<file path="src/rtl/counter.sv">
// Loadable up-counter with asynchronous active-high clear.
// A load wins over an increment, and the count wraps modulo 2^WIDHT.
module counter #(
  parameter int WIDHT = 8
) (
  input  logic             clk,
  input  logic             rst,
  input  logic             load,
  input  logic             enab,
  input  logic [WIDHT-1:0] cnt_in,
  output logic [WIDHT-1:0] cnt_out
);

  logic [WIDHT-1:0] cnt_q;
  logic [WIDHT-1:0] cnt_d;

  always_comb begin
    cnt_d = cnt_q;
    if (load) begin
      cnt_d = cnt_in;
    end else if (enab) begin
      cnt_d = cnt_q + WIDHT'(1);
    end
  end

  always_ff @(posedge clk or posedge rst) begin
    if (rst) begin
      cnt_q <= '0;
    end else begin
      cnt_q <= cnt_d;
    end
  end

  assign cnt_out = cnt_q;

endmodule

</file>
<file path="config.mk">
export PLATFORM = sky130hd
export DESIGN_NAME = counter
export DESIGN_NICKNAME = d
export VERILOG_FILES = /design/src/rtl/counter.sv
export SDC_FILE = /design/constraint.sdc
export NUM_CORES = 1
export LEC_CHECK = 0
export CAP_MARGIN = 10
export CORE_AREA = 2 2 39 41
export CTS_BUF_LIST = sky130_fd_sc_hd__clkbuf_8 sky130_fd_sc_hd__clkbuf_16
export CTS_CLUSTER_DIAMETER = 60
export DETAILED_ROUTE_END_ITERATION = 6
export DIE_AREA = 0 0 41 43
export PLACE_DENSITY = 0.72
export SLEW_MARGIN = 20
export SYNTH_ARGS = -nofsm -noshare
export SYNTH_HDL_FRONTEND = slang
export SYNTH_SLANG_ARGS = --single-unit
</file>
<file path="constraint.sdc">
create_clock -name clk -period 1.7 [get_ports clk]
set_input_delay 0.17 -clock clk [delete_from_list [all_inputs] [get_ports clk]]
set_output_delay 0.17 -clock clk [all_outputs]
set_load 0.02 [all_outputs]
</file>
==> results.md <==
* Filler cells at roughly 140
* Status: finished clean
* Syn Nets at between 60 and 70
* Synthesized cell area at approximately 450 um2
* Slowest CP cell: clkdlybuf4s50_1
* Largest net degree at the start of global routing at 12
* Most common library cell in the layout ignoring fill and taps: clkdlybuf4s50_1
* CTS clk-pin slew, worst paths at approximately 0.040 ns
* Max frequency at around 0.67 GHz
* Pre-antenna DRT Iters at 4
* First-pass GRT wire length at ~1.6 mm
* Period utilisation layout at 88.1%
* CORE AREA at about 1400 um2
* Setup TNS at 0 ns
* Critical Path AT at around 1.3 ns
* Tmin final at between 1 and 1.5 ns
* Seq/Total Area, Yosys at between 40 and 50%
* CP top delay family: buffers and inverters
* Die ar. at 1760 um2
* Drt drc at 0
* VDD IR max at between 0.0004 and 0.0005 V
* R2r endpoint: cnt_out[6]$_DFFE_PP0P_
* Via/cell ratio at slightly below 5
* Nets at 86
* P&R area growth vs syn at 57.0%
* Setup Fix Bufs, Post-CTS at 0
* # rows at 14
* Htree depth at 1
* Buf/Inv on CP at 1
* Worst setup margin at 0.202 ns
* Final ANT Viol Nets at 0
* N_diodes at 0
* Post-Syn Instances at 50
* CTS Buf Count at 3
* GR Overflow Total at 0
* Synthesized area per cell at just under 9 um2
* Largest area contributor in the netlist: dfrtp_1
* Synth unique cells at 16
* Hold crit path type: in2async
* Total number of vias at 427
* Yosys warns at 0
* Critical path class: reg2out
* Clock power frac at around 37%
* Worst slew pin tran at 0.320 ns
* Starting Density at about a third
* Detail Placement HPWL at just under 800 um
* Switching power at approximately 180 uW
* Sw Share at 28.7%
* Layout cells sized above 1 at ~8.5%
* CP max stage delay at between 0.6 and 0.7 ns
* Antenna violations before repair at 0
* CTS Buffer Depth at 2
* Insertion delay to the later sink of the worst-skew pair at around 0.23 ns
* Pleak at just under 0.3 nW
* Pwr dens at roughly 900 nW/um2
* WL final at between 1 and 1.5 mm
* Combinational fraction of design power at 24.7%
* R2r setup slk at 0.39 ns
* Fin. Hold Viols at 0
* Yosys top cell area share at between 40 and 50%
* Worst setup startpoint: cnt_out[0]$_DFFE_PP0P_
* Setup-failing EPs final at 0
* Max Cap Viol at 0
* Initial drt markers at 7
* CP startpoint kind: flop
* Critical R2R Launch: cnt_out[0]$_DFFE_PP0P_
* CTS tree: built
* Yosys reg bits at 8
* Sequential power share at approximately two fifths
* CP endpoint kind: output pin
* Clock skew at 0.000213 ns
* Worst-path fanout max at 6
* Vias in the first global route at roughly 360
* Most frequent cells in the layout: clkdlybuf4s50_1, nand2_1, dfrtp_1
* Cell Chain, Critical Path: clkdlybuf4s50_1
* R2r worst-path depth at 4
* Die height at between 40 and 50 um
* Pre-CTS setup slack at around 0.24 ns
* Hold buffer count at cts at 0
* Die W at approximately 40 um
* RSZ-0062 raised after global routing: no
* Sink Count at 8
* Post-DR wirelength/cell at roughly 12 um
* Max Transition Viols Final at 0
* Clk root buf: clkbuf_8
* Dominant cells by area after synthesis: dfrtp_1, nand2_1, o21ai_0
* Slew Limit Headroom at 78.6%
* Internal power at 451 uW
* Worst path required time at roughly 1.5 ns
* Final RePlAce weighted congestion at between 0.7 and 0.8
* GRT Resource Usage Total at about 15%
* IO Port Bufs at 19
* Max reg flops at 8
* Post-CTS sizing at 0
* Top Ports at 20
worst max-delay path by stage:
stage | end | slack [ns] | cells after the start
floorplan | cnt_out[6]$_DFFE_PP0P_ | 0.37 | 4
CTS | cnt_out[2] | 0.20 | 1
finish | cnt_out[0] | 0.20 | 1
detailed placement | cnt_out[5]$_DFFE_PP0P_ | 0.24 | 3
global placement | cnt_out[5]$_DFFE_PP0P_ | 0.27 | 3
global route | cnt_out[2] | 0.16 | 1
cells in the mapped netlist:
master,n
or4_1,3
o21ai_1,2
inv_1,1
o21ai_0,6
nor2b_1,3
nand3_1,5
clkbuf_1,2
mux2i_1,1
nand4_1,3
ha_1,1
buf_2,1
dfrtp_1,8
nand2_1,9
xnor2_1,1
xor2_1,3
nand4_2,1
power by group through the flow:
| stage | logic [mW] | registers (mW) | clock network (mW) |
|---|---|---|---|
| after detailed placement | 0.156 | 0.245 | 0 |
| after global placement | 0.153 | 0.244 | 0 |
| final | 0.156 | 0.243 | 0.233 |
| after global routing | 0.171 | 0.246 | 0.253 |
| after floorplan | 0.0504 | 0.266 | 0 |
| after CTS | 0.158 | 0.242 | 0.243 |
cells by family after synthesis:
| family | after synthesis | synth area share, % |
|---|---|---|
| simple gates | 24 | 29.5 |
| mux | 1 | 2.25 |
| flops | 8 | 44.9 |
| fa+ha+maj | 1 | 2.81 |
| xor+xnor | 4 | 7.87 |
| compound gates | 8 | 8.99 |
| buf+inv | 4 | 3.65 |
per-stage QoR:
step                instance area (um2)  instances  hold slack (ns)  utilization, %  power (mW)
detailed placement                  658         84            0.455            47.6       0.401
floorplan                           445         50          -0.0143               -       0.316
CTS                                 699         87            0.208            50.5       0.643
global placement                    658         84            0.440            47.6       0.397
finish                              699         87            0.190            50.5       0.632
global route                        699         87            0.240            50.5       0.671
area by class of cell:
cell class	instances	area (um2)	share of cell area, %
inverters	1	3.75	0.537
clock buffers	3	41.3	5.90
repair buffers	21	205	29.3
multi-input cells	38	229	32.7
well taps	16	20.0	2.86
flip-flops and latches	8	200	28.6
per-layer routing:
layer / share of wire (%) / up-vias / routed length (um) / track usage [%]
li1: - / 218 / - / -
met2: 46 / 15 / 477 / 18.1
met1: 45 / 190 / 463 / 20.2
met5: 0 / - / 0 / 0
met4: 4.3 / 0 / 44 / 14.0
met3: 4.5 / 4 / 47 / 3.14
Power figures use the tool's default switching activity.
